File: src/rtl/pqc_barrett_pkg.sv
// Shared constants and types for the Kyber Barrett reduction datapath.
package pqc_barrett_pkg;

  localparam int KYBER_Q             = 3329;
  localparam int KYBER_BARRETT_V     = 20159;  // round(2^26 / 3329)
  localparam int KYBER_BARRETT_SHIFT = 26;

  // Output representation selected per beat.
  typedef enum logic {
    BARRETT_CENTRED = 1'b0,  // [-(Q-1)/2, (Q-1)/2]
    BARRETT_CANON   = 1'b1   // [0, Q-1]
  } barrett_mode_e;

endpackage

File: src/rtl/bfu_barrett_lane.sv
// One coefficient lane of the Barrett pipeline: S0/S1/S2 data registers and
// the arithmetic between them. Valid flags and load control live in the top.
module bfu_barrett_lane
  import pqc_barrett_pkg::*;
#(
  parameter int COEF_W = 16,
  parameter int Q      = KYBER_Q,
  parameter int V      = KYBER_BARRETT_V,
  parameter int SHIFT  = KYBER_BARRETT_SHIFT
) (
  input  logic              clk_i,
  input  logic              rst_i,
  input  logic              ld0_i,    // load S0 from a_i
  input  logic              ld1_i,    // load S1 from S0
  input  logic              ld2_i,    // load S2 from S1
  input  logic              canon1_i, // mode of the beat held in S1
  input  logic [COEF_W-1:0] a_i,
  output logic [COEF_W-1:0] r_o
);

  // Products and the rounding add are carried at double width, signed.
  localparam int PW = 2 * COEF_W;
  localparam logic signed [PW-1:0]     V_W   = PW'(V);
  localparam logic signed [PW-1:0]     Q_W   = PW'(Q);
  localparam logic signed [PW-1:0]     RND_W = PW'(1) << (SHIFT - 1);
  localparam logic        [COEF_W-1:0] Q_C   = COEF_W'(Q);

  logic signed [COEF_W-1:0] a0_q, a1_q;
  logic signed [PW-1:0]     t1_q;
  logic        [COEF_W-1:0] r2_q;

  logic signed [PW-1:0]     a0_ext, prod, rsum, t1_d;
  logic signed [PW-1:0]     a1_ext, diff;
  logic        [COEF_W-1:0] r_c, r2_d;
  logic                     unused_diff_hi;

  // S1 quotient estimate: t = (V*a + 2^(SHIFT-1)) >>> SHIFT.
  assign a0_ext = {{COEF_W{a0_q[COEF_W-1]}}, a0_q};
  assign prod   = a0_ext * V_W;
  assign rsum   = prod + RND_W;
  assign t1_d   = rsum >>> SHIFT;

  // S2 remainder: r = a - t*Q, wrapped to COEF_W bits; canonical mode lifts
  // negative remainders by one Q.
  assign a1_ext = {{COEF_W{a1_q[COEF_W-1]}}, a1_q};
  assign diff   = a1_ext - (t1_q * Q_W);
  assign r_c    = diff[COEF_W-1:0];
  assign r2_d   = (canon1_i && r_c[COEF_W-1]) ? (r_c + Q_C) : r_c;

  // The wrap to COEF_W bits intentionally discards the upper half.
  assign unused_diff_hi = ^diff[PW-1:COEF_W];

  // Stage data registers; each loads only when its enable is high.
  always_ff @(posedge clk_i) begin
    if (rst_i) begin
      a0_q <= '0;
      a1_q <= '0;
      t1_q <= '0;
      r2_q <= '0;
    end else begin
      if (ld0_i) begin
        a0_q <= a_i;
      end
      if (ld1_i) begin
        a1_q <= a0_q;
        t1_q <= t1_d;
      end
      if (ld2_i) begin
        r2_q <= r2_d;
      end
    end
  end

  assign r_o = r2_q;

endmodule

File: src/rtl/bfu_barrett_pipe.sv
// Multi-lane 3-stage Barrett reduction pipe with backpressure and flush.
//
// Handshake: a beat moves across an interface on a clock edge where its
// valid and ready are both high. A stage advances when the stage after it
// advances or when it is empty, so bubbles collapse. Ready never depends on
// the same interface's valid; in_ready_o is combinational from out_ready_i.
// Flush drops everything in flight and blocks both interfaces that cycle.
module bfu_barrett_pipe
  import pqc_barrett_pkg::*;
#(
  parameter int LANES  = 2,
  parameter int COEF_W = 16,
  parameter int Q      = KYBER_Q,
  parameter int V      = KYBER_BARRETT_V,
  parameter int SHIFT  = KYBER_BARRETT_SHIFT
) (
  input  logic                    clk_i,
  input  logic                    rst_i,
  input  logic                    flush_i,
  input  logic                    in_valid_i,
  output logic                    in_ready_o,
  input  logic                    in_mode_i,
  input  logic [LANES*COEF_W-1:0] in_data_i,
  output logic                    out_valid_o,
  input  logic                    out_ready_i,
  output logic [LANES*COEF_W-1:0] out_data_o
);

  logic          v0_q, v1_q, v2_q;
  logic          v0_d, v1_d, v2_d;
  barrett_mode_e m0_q, m1_q;
  barrett_mode_e m0_d, m1_d;
  logic          adv0, adv1, adv2;
  logic          ld0, ld1, ld2;

  assign adv2 = out_ready_i | ~v2_q;
  assign adv1 = adv2 | ~v1_q;
  assign adv0 = adv1 | ~v0_q;

  // Flush wins over load: no stage captures anything in a flush cycle.
  assign ld0 = adv0 & ~flush_i;
  assign ld1 = adv1 & ~flush_i;
  assign ld2 = adv2 & ~flush_i;

  assign in_ready_o  = adv0 & ~flush_i;
  assign out_valid_o = v2_q & ~flush_i;

  // Next-state for valid flags and modes: hold by default, shift on advance.
  always_comb begin
    v0_d = v0_q;
    v1_d = v1_q;
    v2_d = v2_q;
    m0_d = m0_q;
    m1_d = m1_q;
    if (flush_i) begin
      v0_d = 1'b0;
      v1_d = 1'b0;
      v2_d = 1'b0;
    end else begin
      if (adv0) begin
        v0_d = in_valid_i;
        m0_d = barrett_mode_e'(in_mode_i);
      end
      if (adv1) begin
        v1_d = v0_q;
        m1_d = m0_q;
      end
      if (adv2) begin
        v2_d = v1_q;
      end
    end
  end

  // Control registers; reset clears all valids and modes.
  always_ff @(posedge clk_i) begin
    if (rst_i) begin
      v0_q <= 1'b0;
      v1_q <= 1'b0;
      v2_q <= 1'b0;
      m0_q <= BARRETT_CENTRED;
      m1_q <= BARRETT_CENTRED;
    end else begin
      v0_q <= v0_d;
      v1_q <= v1_d;
      v2_q <= v2_d;
      m0_q <= m0_d;
      m1_q <= m1_d;
    end
  end

  // Mode is consumed when S1 moves into S2, so S2 needs no mode register.
  for (genvar k = 0; k < LANES; k++) begin : g_lane
    bfu_barrett_lane #(
      .COEF_W (COEF_W),
      .Q      (Q),
      .V      (V),
      .SHIFT  (SHIFT)
    ) u_lane (
      .clk_i    (clk_i),
      .rst_i    (rst_i),
      .ld0_i    (ld0),
      .ld1_i    (ld1),
      .ld2_i    (ld2),
      .canon1_i (m1_q == BARRETT_CANON),
      .a_i      (in_data_i[k*COEF_W +: COEF_W]),
      .r_o      (out_data_o[k*COEF_W +: COEF_W])
    );
  end

endmodule

File: config.mk
export PLATFORM = sky130hd
export DESIGN_NAME = bfu_barrett_pipe
export DESIGN_NICKNAME = d
export VERILOG_FILES = /design/src/rtl/pqc_barrett_pkg.sv /design/src/rtl/bfu_barrett_lane.sv /design/src/rtl/bfu_barrett_pipe.sv
export SDC_FILE = /design/constraint.sdc
export NUM_CORES = 1
export LEC_CHECK = 0
export BUFFER_PORTS_ARGS = -buffer_cell sky130_fd_sc_hd__buf_2
export CAP_MARGIN = 15
export CORE_ASPECT_RATIO = 2
export CORE_UTILIZATION = 55
export DETAILED_ROUTE_END_ITERATION = 10
export PLACE_DENSITY = 0.72
export RECOVER_POWER = 50
export SYNTH_ARGS = -nofsm -noshare
export SYNTH_HDL_FRONTEND = slang
export SYNTH_SLANG_ARGS = --single-unit
File: constraint.sdc
create_clock -name clk_i -period 8.3 [get_ports clk_i]
set_input_delay 0.415 -clock clk_i [delete_from_list [all_inputs] [get_ports clk_i]]
set_output_delay 0.415 -clock clk_i [all_outputs]
set_load 0.02 [all_outputs]
==> flow_summary_export.csv <==
group,metric,value,unit
floorplanning,initial_core_util,55.91,%
yosys,ys_async_sr_fraction,0,%
sta,rsz0062_at_grt,"false",
clocking,cts_tree,"built",
sta,fin_hold_ws,0.1980,ns
worst_setup_path,start_kind,"flip-flop",
yosys,synth_simple_gate_area_share,9.291,%
worst_setup_path,path_max_fanout,9,
route,num_vias,14810,
grt,track_usage,28.85,%
yosys,syn_nets,2879,
route,drc,0,
final_layout,final_cell_mix,"inv_1, ha_1, fa_1",
yosys,seq_area_frac_synth,11.58,%
floorplanning,rows,97,
power_and_ir_drop,cell_internal_pwr,2.772,mW
route,first_iter_violations,611,
final_layout,final_common_cell,"inv_1",
sta,clock.fmax,143.3,MHz
yosys,synth.distinct_cells,73,
floorplanning,die_x,135.3,µm
floorplanning,die_height,268.6,µm
yosys,synth_warnings,0,
power_and_ir_drop,swShare,52.36,%
clocking,cts_setup_buffers,0,
route,avgRoutedWirePerCell,18.08,µm
sta,min_period,6.979,ns
yosys,synth_area_leaders,"fa_1, ha_1, inv_1, dfxtp_1, nand2_1",
worst_setup_path,cpMaxStageDelayCell,"a2111oi_0",
worst_setup_path,cp-end-kind,"flip-flop",
power_and_ir_drop,clkPwrFrac,12.7,%
grt,grt_max_degree,74,
clocking,postCtsHoldBufs,0,
yosys,syn-cell-area,0.01954,mm²
place,place.gp.congestion,0.9824,
power_and_ir_drop,p_leak,10.87,nW
clocking,cts_buffers,17,
yosys,muxShareOfSynthArea,0.2817,%
route,drt_pass1_iterations,6,
clocking,cts_buffer_depth,2,
sta,skew,0.01560,ns
power_and_ir_drop,p_comb_share,75.1,%
power_and_ir_drop,ir_worst_vdd,0.2398,mV
yosys,syn-instance-count,2184,
grt,first_global_vias,16550,
place,dpl-instance-area,0.02034,mm²
yosys,synth_edf_count,0,
final_layout,regArea,0.002262,mm²
yosys,synth_top_family_by_area,"adder cells",
worst_setup_path,worstPathCellList,"inv_1 -> fa_1 -> inv_1 -> fa_1 -> inv_1 -> fa_1 -> fa_1 -> inv_1 -> fa_1 -> inv_1 -> fa_1 -> inv_1 -> ha_1 -> a2111oi_0 -> o21ai_0 -> a41o_1 -> a21o_1 -> a21oi_1 -> o21bai_1 -> xnor2_1 -> a211oi_1",
status,status,"complete, but fails checks",
power_and_ir_drop,p_total,5.819,mW
final_layout,final_cell_area,0.02086,mm²
yosys,yosys.area.top_type,"fa_1",
sta,slew_violations,228,
final_layout,fillers,3074,
yosys,synth_fa_ha_area_share,53.55,%
clocking,cts.clk_slew.worst_paths,0.07,ns
power_and_ir_drop,p_seq_share,12.2,%
status,failed_checks,"max-capacitance violations, max-slew violations",
sta,finalSetupViolCount,0,
place,dpl.hpwl,41540,µm
route,antenna_left,0,
place,port_buffers,71,
clocking,cts_num_sinks,113,
yosys,synth-compound-area-share,9.406,%
run,cap_viol_max_count,5,
clocking,cts-resized-gates,0,
final_layout,final_nets,2928,
worst_setup_path,arrival,7.31,ns
yosys,ys.flop_type,"dfxtp_1",
sta,tns,0,ns
power_and_ir_drop,powerDensity,279.0,mW/mm²
power_and_ir_drop,p_sw,3.047,mW
yosys,ys_ff_latch,113,
worst_setup_path,cpPeakStageDelay,0.77,ns
route,avgViaCountPerCell,5.498,
clocking,cts-htree-levels,4,
grt,grt_pass1_wl,79530,µm
final_layout,drive_above_1_share,4.141,%
min_path,hold_class,"in2reg",
sta,period_share,84.09,%
final_layout,multiInputGateArea,0.01473,mm²
yosys,synth_top_cell_area_share,30.63,%
floorplanning,die_area,0.03633,mm²
floorplanning,coreArea,0.03495,mm²
clocking,clk_latency,0.45,ns
floorplanning,ios,72,
grt,overflow,0,
worst_setup_path,required,8.63,ns
sta,worstMarginPinSlew,3.260,ns
yosys,avgSynthCellArea,8.947,µm²
sta,relSlewSlack,-117.4,%
route,drt-total-wl,48690,µm
sta,hold_violations,0,
yosys,synthXorXnorAreaFrac,2.779,%
worst_setup_path,critical_path_class,"reg2reg",
final_layout,final_core_util,59.67,%
final_layout,area_growth,6.730,%
clocking,clock-root-buffer,"clkbuf_16",
grt,antenna_found_initial,2,
-- cell usage after synthesis, types with 5 or more instances --
cell	n
or4_1	9
and3_1	9
or2_2	8
nor3_1	25
and2_1	8
o211ai_1	8
nor4_1	9
o21bai_1	6
inv_1	632
nand4_1	11
nor2b_1	7
or3_1	5
o21a_1	9
fa_1	299
nand2_1	179
nor2_1	67
a311oi_1	7
o21ai_0	44
a2111oi_0	5
xnor2_1	36
buf_2	5
dfxtp_1	113
nand2b_1	9
a21o_1	9
a211oi_1	28
o211a_1	5
o31ai_1	10
nand3_1	20
xor2_1	26
ha_1	358
clkbuf_1	42
nand3b_1	6
a21oi_1	105
-- layer usage --
layer | vias to the layer above | track usage (%) | part of all wire (%) | routed length, µm
met3 | 196 | 3.140 | 2.4 | 1178
li1 | 6932 | - | - | -
met4 | 0 | 20.29 | 7.9 | 3860
met1 | 7353 | 25.44 | 32 | 15350
met2 | 325 | 58.46 | 58 | 28300
met5 | - | 0 | 0 | 0
-- worst max-delay path: cells and delay by family, from the launching register on --
| family | cells | cell delay [ns] |
|---|---|---|
| compound gates | 7 | 2.17 |
| xor+xnor | 1 | 0.13 |
| fa+ha+maj | 7 | 3.39 |
| buf+inv | 6 | 0.50 |
| flops | 1 | 0.66 |
-- state kept, by name (all words and copies together), names as in the netlist --
| name | cells |
|---|---|
| m0_q | 1 |
| g_lane.u_lane.a1_q | 32 |
| g_lane.u_lane.t1_q | 12 |
| g_lane.u_lane.r_o | 32 |
| v2_q | 1 |
| g_lane.u_lane.a0_q | 32 |
| v0_q | 1 |
| v1_q | 1 |
| m1_q | 1 |
-- logic make-up after synthesis --
group,Yosys count
xor+xnor,62
fa+ha+maj,657
flops,113
simple gates,387
buf+inv,681
compound gates,279
mux,5
-- through the flow --
step | std cells | setup WS [ns]
floorplan | 2184 | 2.293
global placement | 2659 | 1.484
detailed placement | 2659 | 1.422
finish | 2693 | 1.321
global route | 2693 | 1.065
CTS | 2691 | 1.388
-- power by group through the flow --
stage	clock network (mW)	registers, mW	logic [mW]
6_report	0.736	0.710	4.37
3_5_place_dp	0	0.719	4.36
5_1_grt	0.767	0.718	4.98
4_1_cts	0.741	0.708	4.40
3_3_place_gp	0	0.717	4.21
2_1_floorplan	0	0.741	3.24
-- layout make-up --
| class | count | share of cell area, % |
|---|---|---|
| repair buffers | 78 | 1.698 |
| inverters | 633 | 11.39 |
| clock buffers | 17 | 2.040 |
| diodes | 2 | 0.02400 |
| well taps | 445 | 2.670 |
| flip-flops and latches | 113 | 10.85 |
| clock inverters | 15 | 0.6959 |
| multi-input cells | 1390 | 70.63 |
-- final timing paths --
| path | start | endpoint | slack, ns | cells after the start |
|---|---|---|---|---|
| setup / recovery | g_lane[0].u_lane.a0_q[8] | g_lane[0].u_lane.t1_q[4] | 1.32 | 21 |
| setup reg to reg | g_lane[0].u_lane.a0_q[8] | g_lane[0].u_lane.t1_q[4] | 1.32 | 21 |
| hold reg to reg | g_lane[0].u_lane.a1_q[13] | g_lane[0].u_lane.a1_q[13] | 0.45 | 2 |
| hold / removal | in_data_i[15] | g_lane[0].u_lane.a0_q[15] | 0.20 | 3 |
No activity file was read; power rests on OpenSTA's default activity.
